## config.mk

```make
export PLATFORM = sky130hd
export DESIGN_NAME = prog_encoder
export DESIGN_NICKNAME = d
export VERILOG_FILES = /design/src/rtl/prog_encoder.sv
export SDC_FILE = /design/constraint.sdc
export NUM_CORES = 1
export LEC_CHECK = 0
export ABC_AREA = 1
export CAP_MARGIN = 5
export CORE_UTILIZATION = 25
export CTS_CLUSTER_SIZE = 28
export DETAILED_ROUTE_END_ITERATION = 16
export PLACE_DENSITY = 0.56
export SLEW_MARGIN = 5
export SYNTH_ARGS = -nofsm -noshare
export SYNTH_HDL_FRONTEND = slang
export SYNTH_SLANG_ARGS = --single-unit
```

## constraint.sdc

```tcl
create_clock -name clk -period 3.5 [get_ports clk]
set_clock_uncertainty 0.15 [all_clocks]
set_input_delay 0.35 -clock clk [delete_from_list [all_inputs] [get_ports clk]]
set_output_delay 0.35 -clock clk [all_outputs]
set_load 0.05 [all_outputs]
```

## src/rtl/prog_encoder.sv

```systemverilog
// prog_encoder: sequential MIPS instruction encoder and program loader.
// Accepts one mnemonic-level request per valid/ready handshake. It encodes the
// request into one or two 32-bit MIPS words and writes them to instruction
// memory at an auto-incrementing word address. LI expands into LUI + ORI.
//
// Ports:
//   clk, rst_n          clock, asynchronous active-low reset
//   req_valid/req_ready request handshake
//   req_op              mnemonic code (0..26 legal, 27..31 illegal)
//   req_rs/rt/rd/shamt  register and shift fields
//   req_imm             immediate or jump target
//   addr_load(_val)     load the write pointer (only honoured while idle)
//   imem_we/addr/wdata  registered instruction-memory write port
//   err_illegal         one-cycle pulse after an illegal op is accepted
//   wrapped             sticky flag, the pointer wrapped past its maximum
//   word_count          words written since reset, saturating at 0xFFFF
module prog_encoder #(
  parameter int ADDR_W = 8
) (
  input  logic              clk,
  input  logic              rst_n,
  input  logic              req_valid,
  output logic              req_ready,
  input  logic [4:0]        req_op,
  input  logic [4:0]        req_rs,
  input  logic [4:0]        req_rt,
  input  logic [4:0]        req_rd,
  input  logic [4:0]        req_shamt,
  input  logic [31:0]       req_imm,
  input  logic              addr_load,
  input  logic [ADDR_W-1:0] addr_load_val,
  output logic              imem_we,
  output logic [ADDR_W-1:0] imem_addr,
  output logic [31:0]       imem_wdata,
  output logic              err_illegal,
  output logic              wrapped,
  output logic [15:0]       word_count
);

  localparam logic [4:0] OP_ADD   = 5'd0;
  localparam logic [4:0] OP_ADDU  = 5'd1;
  localparam logic [4:0] OP_SUB   = 5'd2;
  localparam logic [4:0] OP_SUBU  = 5'd3;
  localparam logic [4:0] OP_AND   = 5'd4;
  localparam logic [4:0] OP_OR    = 5'd5;
  localparam logic [4:0] OP_NOR   = 5'd6;
  localparam logic [4:0] OP_SLT   = 5'd7;
  localparam logic [4:0] OP_SLL   = 5'd8;
  localparam logic [4:0] OP_SRL   = 5'd9;
  localparam logic [4:0] OP_SRA   = 5'd10;
  localparam logic [4:0] OP_JR    = 5'd11;
  localparam logic [4:0] OP_ANDI  = 5'd12;
  localparam logic [4:0] OP_ORI   = 5'd13;
  localparam logic [4:0] OP_SLTI  = 5'd14;
  localparam logic [4:0] OP_ADDI  = 5'd15;
  localparam logic [4:0] OP_ADDIU = 5'd16;
  localparam logic [4:0] OP_BEQ   = 5'd17;
  localparam logic [4:0] OP_BNE   = 5'd18;
  localparam logic [4:0] OP_BGTZ  = 5'd19;
  localparam logic [4:0] OP_BGEZ  = 5'd20;
  localparam logic [4:0] OP_LW    = 5'd21;
  localparam logic [4:0] OP_SW    = 5'd22;
  localparam logic [4:0] OP_LUI   = 5'd23;
  localparam logic [4:0] OP_JAL   = 5'd24;
  localparam logic [4:0] OP_LI    = 5'd25;
  localparam logic [4:0] OP_NOP   = 5'd26;

  typedef enum logic [1:0] {IDLE, WR1, WR2} state_t;

  state_t            state;
  logic [ADDR_W-1:0] ptr;
  logic              li_pend;      // the word on the bus now is LI word 1
  logic [31:0]       li_lo_word;   // LI word 2, captured at acceptance
  logic              op_legal;
  logic              accept;
  logic              issue;
  logic [31:0]       issue_word;

  function automatic logic [31:0] r_word(input logic [4:0] rs, input logic [4:0] rt,
                                         input logic [4:0] rd, input logic [4:0] sh,
                                         input logic [5:0] fn);
    return {6'b000000, rs, rt, rd, sh, fn};
  endfunction

  function automatic logic [31:0] i_word(input logic [5:0] op, input logic [4:0] rs,
                                         input logic [4:0] rt, input logic [15:0] imm);
    return {op, rs, rt, imm};
  endfunction

  // First (or only) word of a legal request; anything unmatched encodes as NOP.
  function automatic logic [31:0] encode_first(input logic [4:0] op, input logic [4:0] rs,
                                               input logic [4:0] rt, input logic [4:0] rd,
                                               input logic [4:0] sh, input logic [31:0] imm);
    logic [31:0] w;
    case (op)
      OP_ADD:   w = r_word(rs, rt, rd, 5'd0, 6'b100000);
      OP_ADDU:  w = r_word(rs, rt, rd, 5'd0, 6'b100001);
      OP_SUB:   w = r_word(rs, rt, rd, 5'd0, 6'b100010);
      OP_SUBU:  w = r_word(rs, rt, rd, 5'd0, 6'b100011);
      OP_AND:   w = r_word(rs, rt, rd, 5'd0, 6'b100100);
      OP_OR:    w = r_word(rs, rt, rd, 5'd0, 6'b100101);
      OP_NOR:   w = r_word(rs, rt, rd, 5'd0, 6'b100111);
      OP_SLT:   w = r_word(rs, rt, rd, 5'd0, 6'b101010);
      OP_SLL:   w = r_word(5'd0, rt, rd, sh, 6'b000000);
      OP_SRL:   w = r_word(5'd0, rt, rd, sh, 6'b000010);
      OP_SRA:   w = r_word(5'd0, rt, rd, sh, 6'b000011);
      OP_JR:    w = r_word(rs, 5'd0, 5'd0, 5'd0, 6'b001000);
      OP_ANDI:  w = i_word(6'b001100, rs, rt, imm[15:0]);
      OP_ORI:   w = i_word(6'b001101, rs, rt, imm[15:0]);
      OP_SLTI:  w = i_word(6'b001010, rs, rt, imm[15:0]);
      OP_ADDI:  w = i_word(6'b001000, rs, rt, imm[15:0]);
      OP_ADDIU: w = i_word(6'b001001, rs, rt, imm[15:0]);
      OP_BEQ:   w = i_word(6'b000100, rs, rt, imm[15:0]);
      OP_BNE:   w = i_word(6'b000101, rs, rt, imm[15:0]);
      OP_BGTZ:  w = i_word(6'b000111, rs, 5'd0, imm[15:0]);
      OP_BGEZ:  w = i_word(6'b000001, rs, 5'd1, imm[15:0]);
      OP_LW:    w = i_word(6'b100011, rs, rt, imm[15:0]);
      OP_SW:    w = i_word(6'b101011, rs, rt, imm[15:0]);
      OP_LUI:   w = i_word(6'b001111, 5'd0, rt, imm[15:0]);
      OP_JAL:   w = {6'b000011, imm[25:0]};
      OP_LI:    w = i_word(6'b001111, 5'd0, rt, imm[31:16]);
      default:  w = 32'h0000_0000;
    endcase
    return w;
  endfunction

  assign op_legal  = (req_op <= OP_NOP);
  assign req_ready = (state == IDLE) && !addr_load;
  assign accept    = req_valid && req_ready;

  // Select the word (if any) to be presented on the write port next cycle.
  always_comb begin
    issue      = 1'b0;
    issue_word = 32'h0000_0000;
    case (state)
      IDLE: begin
        if (accept && op_legal) begin
          issue      = 1'b1;
          issue_word = encode_first(req_op, req_rs, req_rt, req_rd, req_shamt, req_imm);
        end
      end
      WR1: begin
        if (li_pend) begin
          issue      = 1'b1;
          issue_word = li_lo_word;
        end
      end
      default: ;
    endcase
  end

  always_ff @(posedge clk or negedge rst_n) begin
    if (!rst_n) begin
      state       <= IDLE;
      ptr         <= '0;
      li_pend     <= 1'b0;
      li_lo_word  <= 32'h0000_0000;
      imem_we     <= 1'b0;
      imem_addr   <= '0;
      imem_wdata  <= 32'h0000_0000;
      err_illegal <= 1'b0;
      wrapped     <= 1'b0;
      word_count  <= 16'h0000;
    end else begin
      err_illegal <= 1'b0;
      imem_we     <= issue;

      // Pointer, wrap flag and word count all advance with each word issued.
      if (issue) begin
        imem_addr  <= ptr;
        imem_wdata <= issue_word;
        ptr        <= ptr + 1'b1;
        if (&ptr)
          wrapped <= 1'b1;
        if (word_count != 16'hFFFF)
          word_count <= word_count + 16'd1;
      end

      case (state)
        IDLE: begin
          if (addr_load) begin
            ptr <= addr_load_val;
          end else if (req_valid) begin
            if (op_legal) begin
              li_pend    <= (req_op == OP_LI);
              li_lo_word <= i_word(6'b001101, req_rt, req_rt, req_imm[15:0]);
              state      <= WR1;
            end else begin
              err_illegal <= 1'b1;
            end
          end
        end
        WR1: begin
          state   <= li_pend ? WR2 : IDLE;
          li_pend <= 1'b0;
        end
        WR2: state <= IDLE;
        default: state <= IDLE;
      endcase
    end
  end

endmodule

```

==> run_results.csv <==
group,metric,value,unit
status,status,"finished clean",
critical_path,path_delay_family,"simple AND/OR/NAND/NOR gates",
sta,worst_pin_slew,0.7499,ns
critical_path,path_cells,"clkdlybuf4s50_1 > nand2_1 > nor2_2 > inv_2 > nand2_2 > nand2_4 > nand2_4 > nand2_8 > inv_6 > nand2_1 > nand2_1 > nand2_1",
cts,clkSinkCount,91,
global_routing,grt_max_degree,58,
place,place_congestion,0.8997,
critical_path,critPathMaxStageDelay,0.71,ns
layout,antenna_cells,0,
layout,drive_above_1_share,8.145,%
sta,relSlewSlack,50.01,%
die,fp.dieW,144.0,um
layout,nets,864,
critical_path,crit_top_cell,"nand2_1",
critical_path,cp_max_fo,24,
critical_path,worstSetupStartpointType,"input port",
global_routing,grt_pass1_vias,4585,
cts,post-cts-setup-buffers,0,
run,maxCapViolations,0,
place,io_buffers,127,
synth,synth_cell_types,41,
detailed_routing,drcViolationCount,0,
power,p_int,2246,uW
layout,area_delta_synth_final,35.74,%
synth,ys.warnings.count,0,
cts,cts-root-buf,"clkbuf_16",
global_routing,overflow,0,
synth,syn-num-nets,744,
power,swShare,38.12,%
critical_path,rrSetupSlack,1.40,ns
die,rows,51,
synth,ys_ff_latch,91,
cts,cts_made_buffers,9,
sta,clock.fmax,413.4,MHz
sta,slew_violations,0,
synth,synth.avg_cell_area,7.485,um2
critical_path,crit_path_end_kind,"flop",
die,coreArea,19590,um2
critical_path,slowest_stage,"clkdlybuf4s50_1",
die,die_area,20720,um2
layout,final_cell_mix,"285 x nand2_1, 126 x clkdlybuf4s50_1, 91 x dfrtp_1",
power,comb_power_share,34.9,%
die,die_h,144.0,um
critical_path,cp.required,3.59,ns
synth,synth_area,5037,um2
power,p_sw,1384,uW
detailed_routing,drtAntennaViolNets,0,
cts,clkTransAtPathRegs,0.06,ns
sta,setup-tns-final,0,ns
cts,clock_path_buffers,2,
sta,hold_violations,0,
power,vdd_ir_drop_max,0.0002224,V
global_routing,track_usage,15.49,%
power,power_density,530.9,nW/um2
detailed_routing,num_vias,4710,
sta,post-route-min-period,2.419,ns
sta,rsz0062_at_grt,"false",
critical_path,worstSetupPathType,"input port to flop",
detailed_routing,drt-initial-drc-count,255,
global_routing,grt_antenna_before_repair,0,
synth,syn_inst,673,
power,seqPwrFrac,37.8,%
power,power,3630,uW
synth,yosysSeqAreaShare,45.21,%
die,start_util,25.71,%
cts,cts-htree-levels,3,
detailed_routing,viasPerCell,4.431,
layout,final_common_cell,"nand2_1",
critical_path,critPathArrivalTime,2.51,ns
cts,postCtsResizedCells,0,
synth,synthFlopType,"dfrtp_1",
synth,async_flop_share,100.0,%
sta,min_period_over_period,69.11,%
power,p_clk_share,27.3,%
critical_path,path_buf_inv,3,
cts,cts_tree,"yes",
cts,hold_buffers,1,
synth,synth_edf_count,0,
die,io_pins,129,
place,dp_hpwl,10900,um
power,p_leak,0.003274,uW
detailed_routing,finalWirelength,14860,um
sta,finalSetupViolCount,0,
global_routing,grt_pass1_wl,24270,um
detailed_routing,wire_per_inst,13.98,um
detailed_routing,dr.pass1.iters,5,
cts,insertion_delay,0.35,ns
worst_hold_path,hp-class,"flop to flop",
[worst reg2reg max path, stage by stage (launching register included)]
cell and delay [ns]:
dfrtp_1 0.40, or2_4 0.27, nor2_4 0.13, inv_2 0.07, nor2_4 0.13, buf_4 0.45, mux2_2 0.40
[cells by family after synthesis]
group | synth area share [%]
AO/OA/AOI/OAI | 6.409
other | 0.07444
flip-flops | 45.21
XOR/XNOR | 2.956
multiplexers | 0.2235
AND/OR/NAND/NOR | 37.56
buffers and inverters | 7.079
adder cells (fa/ha/maj) | 0.4967
[flip-flops by register name, indices dropped and copies added, names as in the netlist]
signal       flops
imem_wdata      31
err_illegal      1
ptr              8
imem_we          1
imem_addr        8
li_pend          1
state            2
wrapped          1
li_lo_word      22
word_count      16
[per-layer routing]
layer,up-vias,wire length (um),track usage (%)
met3,19,1276,5.665
met5,-,0,0
met1,2159,6450,19.13
met2,155,6886,25.17
li1,2377,-,-
met4,0,250,4.311
[area by class of cell]
class	count	area [um2]
Tap cell	265	331.6
Clock inverter	4	48.80
Sequential cell	91	2277
Timing Repair Buffer	134	1336
Inverter	49	188.9
Clock buffer	12	246.5
Fill cell	2139	12750
Multi-Input combinational cell	508	2409
[final timing paths]
path / from / end / depth (start not counted)
worst max-delay path: req_op[1] / word_count[2] / 12
worst min-delay path: li_lo_word[26] / li_lo_word[26] / 2
worst max register to register: state[1] / li_lo_word[21] / 6
worst min register to register: li_lo_word[26] / li_lo_word[26] / 2
max in group asynchronous: rst_n / imem_wdata[23] / 3
min in group asynchronous: rst_n / ptr[2] / 2
[power by group through the flow]
stage	sequential (uW)	clock, uW	combinational [uW]
after global placement	1390	0	1270
after detailed placement	1390	0	1280
after CTS	1370	1020	1280
final	1370	993	1270
after floorplan	1810	0	373
after global routing	1400	1060	1370
[Yosys cell counts (8+ instances only)]
master     n  area [um2]
a22oi_1   11       82.58
buf_2      8       40.04
dfrtp_1   91        2277
inv_1     40       150.1
nand2_1  285        1070
nand3_1   67       335.3
nor2_1    38       142.6
nor2_2    10       62.56
nor3_1    10       50.05
o21ai_0   14       70.07
o21ai_1    8       40.04
xor2_1    11       96.34
[through the flow]
step	util [%]	setup WS, ns	area, um2	hold slack, ns	cells
5_1_grt	34.90	0.8809	6838	0.3355	1063
2_1_floorplan	-	1.397	5037	-0.09559	673
6_report	34.90	1.081	6838	0.3089	1063
3_5_place_dp	33.35	0.7009	6533	0.2956	1046
3_3_place_gp	33.35	0.7445	6533	0.2915	1046
4_1_cts	34.90	1.082	6838	0.3103	1063
No activity file was read; power rests on OpenSTA's default activity.
